## src/rtl/alpharetz_spi_pkg.sv

```systemverilog
// Shared types and default parameters for the Alpharetz SPI peripheral.
// Defaults mirror the values kept in alpharetz_spi_params.svh.
package alpharetz_spi_pkg;

  typedef enum logic [1:0] {
    IDLE  = 2'd0,
    SHIFT = 2'd1,
    DONE  = 2'd2
  } spi_state_e;

  localparam int DEF_SPI_DATA_WIDTH = 8;
  localparam int DEF_CPOL           = 0;
  localparam int DEF_CPHA           = 0;
  localparam int DEF_SYNC_STAGES    = 2;

  // Leading edge leaves the idle level, so with CPOL=1 it is the falling edge.
  function automatic logic lead_edge(input int cpol, input logic rise, input logic fall);
    return (cpol == 0) ? rise : fall;
  endfunction

endpackage

```

## src/rtl/alpharetz_spi_sync_edge.sv

```systemverilog
// Multi-stage synchroniser with single-cycle rise/fall pulses taken from the
// last two synchronised samples; RST_VAL sets the idle level after reset.
module alpharetz_spi_sync_edge
  import alpharetz_spi_pkg::*;
#(
  parameter int   STAGES  = DEF_SYNC_STAGES,
  parameter logic RST_VAL = 1'b0
) (
  input  logic sys_clk,
  input  logic async_rst,
  input  logic d,
  output logic rise,
  output logic fall
);

  logic [STAGES-1:0] sync_r;
  logic              prev_r;

  // Synchroniser chain plus one history flop for edge detection.
  always_ff @(posedge sys_clk or posedge async_rst) begin
    if (async_rst) begin
      sync_r <= {STAGES{RST_VAL}};
      prev_r <= RST_VAL;
    end else begin
      sync_r <= {sync_r[STAGES-2:0], d};
      prev_r <= sync_r[STAGES-1];
    end
  end

  assign rise = sync_r[STAGES-1] & ~prev_r;
  assign fall = ~sync_r[STAGES-1] & prev_r;

endmodule

```

## src/rtl/alpharetz_spi_peripheral.sv

```systemverilog
// SPI target endpoint: oversampled p_clk/p_sel_n/copi, LSB-first shifting, one
// buffered TX word. Optional ALPHARETZ_SPI_PERI_UNDERRUN_EN adds tx_underrun.
module alpharetz_spi_peripheral
  import alpharetz_spi_pkg::*;
#(
  parameter int SPI_DATA_WIDTH = DEF_SPI_DATA_WIDTH,
  parameter int CPOL           = DEF_CPOL,
  parameter int CPHA           = DEF_CPHA,
  parameter int SYNC_STAGES    = DEF_SYNC_STAGES
) (
  input  logic                      sys_clk,
  input  logic                      async_rst,
  input  logic                      p_clk,
  input  logic                      p_sel_n,
  input  logic                      copi,
  output logic                      cipo,
  output logic                      cipo_oe,
  input  logic [SPI_DATA_WIDTH-1:0] tx_data,
  input  logic                      tx_valid,
  output logic                      tx_ready,
  output logic [SPI_DATA_WIDTH-1:0] rx_data,
  output logic                      rx_valid,
  output logic                      busy
`ifdef ALPHARETZ_SPI_PERI_UNDERRUN_EN
  ,
  output logic                      tx_underrun
`endif
);

  localparam int               CNT_W    = $clog2(SPI_DATA_WIDTH + 1);
  localparam logic [CNT_W-1:0] CNT_FULL = CNT_W'(SPI_DATA_WIDTH);
  localparam logic [CNT_W-1:0] CNT_LAST = CNT_W'(SPI_DATA_WIDTH - 1);
  localparam logic             CPOL_BIT = (CPOL != 0);

  spi_state_e                state_r;
  logic [SPI_DATA_WIDTH-1:0] shreg_r;
  logic [SPI_DATA_WIDTH-1:0] txbuf_r;
  logic [CNT_W-1:0]          cnt_r;
  logic                      close_r;
  logic [SYNC_STAGES-1:0]    copi_sync_r;

  logic pclk_rise_s, pclk_fall_s, sel_rise_s, sel_fall_s;
  logic lead_s, trail_s, sample_s, shift_s, copi_s, frame_start_s;
  logic [SPI_DATA_WIDTH-1:0] frame_word_s;

  alpharetz_spi_sync_edge #(.STAGES(SYNC_STAGES), .RST_VAL(CPOL_BIT)) u_pclk_sync (
    .sys_clk   (sys_clk),
    .async_rst (async_rst),
    .d         (p_clk),
    .rise      (pclk_rise_s),
    .fall      (pclk_fall_s)
  );

  alpharetz_spi_sync_edge #(.STAGES(SYNC_STAGES), .RST_VAL(1'b1)) u_sel_sync (
    .sys_clk   (sys_clk),
    .async_rst (async_rst),
    .d         (p_sel_n),
    .rise      (sel_rise_s),
    .fall      (sel_fall_s)
  );

  // copi synchroniser; equal depth keeps data aligned with the p_clk edge pulses.
  always_ff @(posedge sys_clk or posedge async_rst) begin
    if (async_rst) begin
      copi_sync_r <= {SYNC_STAGES{1'b0}};
    end else begin
      copi_sync_r <= {copi_sync_r[SYNC_STAGES-2:0], copi};
    end
  end

  assign copi_s        = copi_sync_r[SYNC_STAGES-1];
  assign lead_s        = lead_edge(CPOL, pclk_rise_s, pclk_fall_s);
  assign trail_s       = lead_edge(CPOL, pclk_fall_s, pclk_rise_s);
  assign sample_s      = (CPHA == 0) ? lead_s : trail_s;
  assign shift_s       = (CPHA == 0) ? trail_s : lead_s;
  assign frame_start_s = (state_r == IDLE) && sel_fall_s;
  assign frame_word_s  = tx_ready ? {SPI_DATA_WIDTH{1'b0}} : txbuf_r;

  // TX buffer: a load wins over a same-cycle frame start, which took the old contents.
  always_ff @(posedge sys_clk or posedge async_rst) begin
    if (async_rst) begin
      txbuf_r  <= {SPI_DATA_WIDTH{1'b0}};
      tx_ready <= 1'b1;
    end else if (tx_valid && tx_ready) begin
      txbuf_r  <= tx_data;
      tx_ready <= 1'b0;
    end else if (frame_start_s) begin
      tx_ready <= 1'b1;
    end
  end

  // Frame FSM with registered serial and status outputs.
  always_ff @(posedge sys_clk or posedge async_rst) begin
    if (async_rst) begin
      state_r  <= IDLE;
      shreg_r  <= {SPI_DATA_WIDTH{1'b0}};
      cnt_r    <= {CNT_W{1'b0}};
      close_r  <= 1'b0;
      cipo     <= 1'b0;
      cipo_oe  <= 1'b0;
      rx_data  <= {SPI_DATA_WIDTH{1'b0}};
      rx_valid <= 1'b0;
      busy     <= 1'b0;
`ifdef ALPHARETZ_SPI_PERI_UNDERRUN_EN
      tx_underrun <= 1'b0;
`endif
    end else begin
      rx_valid <= 1'b0;
`ifdef ALPHARETZ_SPI_PERI_UNDERRUN_EN
      tx_underrun <= 1'b0;
`endif
      case (state_r)
        IDLE: begin
          if (sel_fall_s) begin
            state_r <= SHIFT;
            shreg_r <= frame_word_s;
            cnt_r   <= {CNT_W{1'b0}};
            close_r <= 1'b0;
            cipo_oe <= 1'b1;
            busy    <= 1'b1;
            if (CPHA == 0) begin
              cipo <= frame_word_s[0];
            end
`ifdef ALPHARETZ_SPI_PERI_UNDERRUN_EN
            tx_underrun <= tx_ready;
`endif
          end
        end
        SHIFT: begin
          if (cnt_r == CNT_FULL) begin
            rx_data  <= shreg_r;
            rx_valid <= 1'b1;
            busy     <= 1'b0;
            if (close_r || sel_rise_s) begin
              state_r <= IDLE;
              cipo_oe <= 1'b0;
              cipo    <= 1'b0;
            end else begin
              state_r <= DONE;
            end
          end else if (sample_s) begin
            shreg_r <= {copi_s, shreg_r[SPI_DATA_WIDTH-1:1]};
            cnt_r   <= cnt_r + CNT_W'(1);
            // Deselect racing the final sample still completes the frame.
            if (sel_rise_s && (cnt_r == CNT_LAST)) begin
              close_r <= 1'b1;
            end else if (sel_rise_s) begin
              state_r <= IDLE;
              busy    <= 1'b0;
              cipo_oe <= 1'b0;
              cipo    <= 1'b0;
            end
          end else if (sel_rise_s) begin
            state_r <= IDLE;
            busy    <= 1'b0;
            cipo_oe <= 1'b0;
            cipo    <= 1'b0;
          end else if (shift_s) begin
            cipo <= shreg_r[0];
          end
        end
        DONE: begin
          if (sel_rise_s) begin
            state_r <= IDLE;
            cipo_oe <= 1'b0;
            cipo    <= 1'b0;
          end
        end
        default: begin
          state_r <= IDLE;
          busy    <= 1'b0;
          cipo_oe <= 1'b0;
          cipo    <= 1'b0;
        end
      endcase
    end
  end

endmodule

```

## config.mk

```make
export PLATFORM = sky130hd
export DESIGN_NAME = alpharetz_spi_peripheral
export DESIGN_NICKNAME = d
export VERILOG_FILES = /design/src/rtl/alpharetz_spi_pkg.sv /design/src/rtl/alpharetz_spi_sync_edge.sv /design/src/rtl/alpharetz_spi_peripheral.sv
export SDC_FILE = /design/constraint.sdc
export NUM_CORES = 1
export LEC_CHECK = 0
export ABC_CLOCK_PERIOD_IN_PS = 4000
export BUFFER_PORTS_ARGS = -buffer_cell sky130_fd_sc_hd__buf_2
export CORE_MARGIN = 2
export CORE_UTILIZATION = 35
export CTS_CLUSTER_SIZE = 8
export DETAILED_ROUTE_END_ITERATION = 10
export PLACE_DENSITY = 0.6
export SLEW_MARGIN = 25
export SYNTH_ARGS = -nofsm -noshare
export SYNTH_HDL_FRONTEND = slang
export SYNTH_HIERARCHICAL = 1
export SYNTH_SLANG_ARGS = --single-unit
```

## constraint.sdc

```tcl
create_clock -name sys_clk -period 4 [get_ports sys_clk]
set_clock_uncertainty 0.15 [all_clocks]
set_input_delay 0.2 -clock sys_clk [delete_from_list [all_inputs] [get_ports sys_clk]]
set_output_delay 0.2 -clock sys_clk [all_outputs]
set_load 0.05 [all_outputs]
```

==> metrics.md <==
| Metric | Value |
|---|---|
| HP Class | `in2async` |
| Initial antenna violation count | `0` |
| Crit path buf inv count | `0` |
| Clk Latency, worst-skew pair | `300 ps` |
| Final worst setup slack | `1870 ps` |
| Largest cells by area after synthesis | `dfrtp_1 (51%), mux2_2 (9.2%), dfstp_2 (5.4%)` |
| Die height | `78.61 um` |
| Slew @ Worst Pin | `613.5 ps` |
| Rows | `27` |
| DR DRC count | `0` |
| Int Pwr | `about 890 uW` |
| Max_slew headroom | `59.10%` |
| I/O pin count | `27` |
| Leakage power total | `1.097 nW` |
| PortBufs | `26` |
| Period utilization | `53.26%` |
| Inst Count DP | `~270` |
| Worst path required time | `4080 ps` |
| Syn_nets | `190` |
| Crit path arrival time | `2210 ps` |
| Detailed Routing Iterations Pass 1 | `4` |
| CTS Root Cell | `clkbuf_8` |
| Maximum clock frequency | `469.4 MHz` |
| Clk network pwr share | `approximately a quarter` |
| Post-synth cell types | `37` |
| Share of layout cells above drive strength 1 | `28.64%` |
| Post-DRT Antenna Nets | `0` |
| Comb power frac | `~25%` |
| Final Instance Area | `roughly 2400 um2` |
| Hold Vio Cnt, Final | `0` |
| Drt total wl | `3398 um` |
| Flop2flop setup slack | `1870 ps` |
| Setup crit end kind | `register` |
| Core Area | `5439 um2` |
| Initial Utilization | `between 30% and 40%` |
| Sequential-to-total area share from yosys stat | `a little under three fifths` |
| Yosys warns | `6` |
| Hpwl dp | `2410 um` |
| CP Launch Point | `u_sel_sync/prev_r` |
| Switching portion of total power | `32.61%` |
| Area grow syn2layout | `21.52%` |
| First-pass GRT wire length | `6058 um` |
| Vias per cell | `4.705` |
| CP peak stage delay | `530 ps` |
| Total grt overflow | `0` |
| Place WS | `1605 ps` |
| R2r startpoint | `u_sel_sync/prev_r` |
| Sw power | `433.0 uW` |
| Final setup TNS | `0 ps` |
| Die area | `6179 um2` |
| PwrDens | `around 560 nW/um2` |
| Total power draw | `1.327 mW` |
| Mapped cell area | `~1900 um2` |
| RSZ-0062 raised after global routing | `false` |
| Detailed-route wire length per cell | `11.92 um` |
| H-tree levels | `2` |
| MaxCap Viol Count | `0` |
| CTS tree | `built` |
| Status | `completed` |
| Peak supply drop | `~0.32 mV` |
| CP top delay family | `simple AND/OR/NAND/NOR gates` |
| # diodes | `0` |
| CTS Buffer Depth | `2` |
| Die width | `78.61 um` |
| Crit path max fanout | `20` |
| Vias in the first global route | `between 1000 and 1500` |
| Final GP Congestion | `0.7822` |
| Avg Inst Size Synth | `11.20 um2` |
| Endpoints failing setup | `0` |
| Min Tclk post-route | `between 2000 and 2500 ps` |
| Nets@finish | `228` |
| Critical path's slowest cell | `dfstp_2` |
| Worst setup SP type | `register` |
| Vias | `1341` |
| Critical path cell sequence | `and2b_2 -> nor3b_4 -> o22ai_2 -> or3_1 -> a21oi_1` |
| Reg clk slew, reported paths | `90 ps` |
| Mapped Cells | `174` |
| CTS sink cnt | `between 40 and 50` |
| Count of final max-slew check failures | `0` |
| Seq pwr share | `between 40% and 50%` |
| PostCTS Resize Cnt | `0` |
| Number of DRC markers in iteration 0 | `66` |
| Dpl cell area | `2126 um2` |
| Final non-filler cell total | `285` |
| Largest net degree at the start of global routing | `39` |
| Crit Path Category | `reg2reg` |
| # Post-CTS Setup Buffers | `0` |
| Biggest area consumer among synthesized cells | `dfrtp_1` |
| Util after Layout | `43.52%` |
| CTS Buf Count | `5` |
| Synth Register Bits | `44` |
| GRT Overall Usage | `12.40%` |
| Worst hold slack | `169.9 ps` |
| Share of the synthesized area in the top cell type | `approximately half` |
## cells in the mapped netlist (all sizes together)
master and number:
buf 6, nor3 2, and3 2, dfrtp 40, dfstp 4, o21a 2
ha 2, inv 7, mux2 16, and3b 3, a21o 1, o21ai 14
nor2b 4, clkbuf 3, a21oi 16, a211oi 2, nor3b 8, and4b 1
nand4b 1, or3 1, and2b 2, nand3 2, nand2 17, nand3b 1
nor2 8, o31ai 1, o22ai 1, a32oi 1, or4 1, nand2b 3
o211ai 1, o21bai 1
## power by group through the flow
stage	logic (mW)	clock network [mW]	registers, mW
after floorplan	0.230	0	0.673
after global placement	0.318	0	0.662
after detailed placement	0.319	0	0.664
after CTS	0.329	0.358	0.657
after global routing	0.368	0.378	0.675
final	0.327	0.348	0.653
## cell usage in the layout, fill, tap and decap left out, drive strengths merged, types with 8 or more instances in the layout
cell type	instances
nor3b	8
dlygate4sd3	12
nor2	8
inv	8
buf	28
o21ai	14
a21oi	16
nand2	17
mux2	16
dfrtp	40
## registers in the layout, summed over array words and instances (netlist names), 2 cells and up
register,count
u_pclk_sync/sync_r,2
rx_data,8
shreg_r,8
copi_sync_r,2
u_sel_sync/sync_r,2
txbuf_r,8
state_r,2
cnt_r,4
## repair_timing
item,4_1_cts,5_1_grt
endpoints found under the hold margin,54,0
endpoints found under the setup margin,0,0
hold buffers,12,0
## layer usage
| metal | part of all wire [%] | GRT usage (%) | vias to the layer above |
|---|---|---|---|
| li1 | - | - | 681 |
| met1 | 53 | 18.42 | 629 |
| met2 | 42 | 17.44 | 26 |
| met3 | 3.6 | 3.218 | 5 |
| met4 | 1.3 | 4.211 | 0 |
| met5 | 0 | 0 | - |
## cell families after synthesis
kind of cell	count (synthesis)	synth area share, %
fa+ha+maj	2	1.284
buf+inv	16	4.303
flops	44	56.78
mux	16	9.248
compound gates	40	11.56
simple gates	56	16.83
## path summary, 6_finish.rpt
kind | end | cells after the start
worst min register to register | u_pclk_sync/sync_r[1] | 0
max in group asynchronous | close_r | 4
worst max-delay path | cnt_r[3] | 5
worst max register to register | cnt_r[3] | 5
min in group sys_clk | u_pclk_sync/sync_r[1] | 0
worst min-delay path | u_pclk_sync/sync_r[0] | 3
## cell type report
| cell class | instances | area (um2) |
|---|---|---|
| flip-flops and latches | 44 | 1106 |
| repair buffers | 40 | 265.3 |
| well taps | 72 | 90.09 |
| multi-input cells | 114 | 764.5 |
| inverters | 7 | 26.28 |
| clock buffers | 5 | 68.82 |
| clock inverters | 3 | 46.29 |
| fillers | 532 | 3072 |
## tightest hold or removal path, cell delays in order
cell and delay [ps]:
dlygate4sd3_1 530, buf_2 130, inv_1 100
Note: power is estimated with default switching activity, not from simulation.
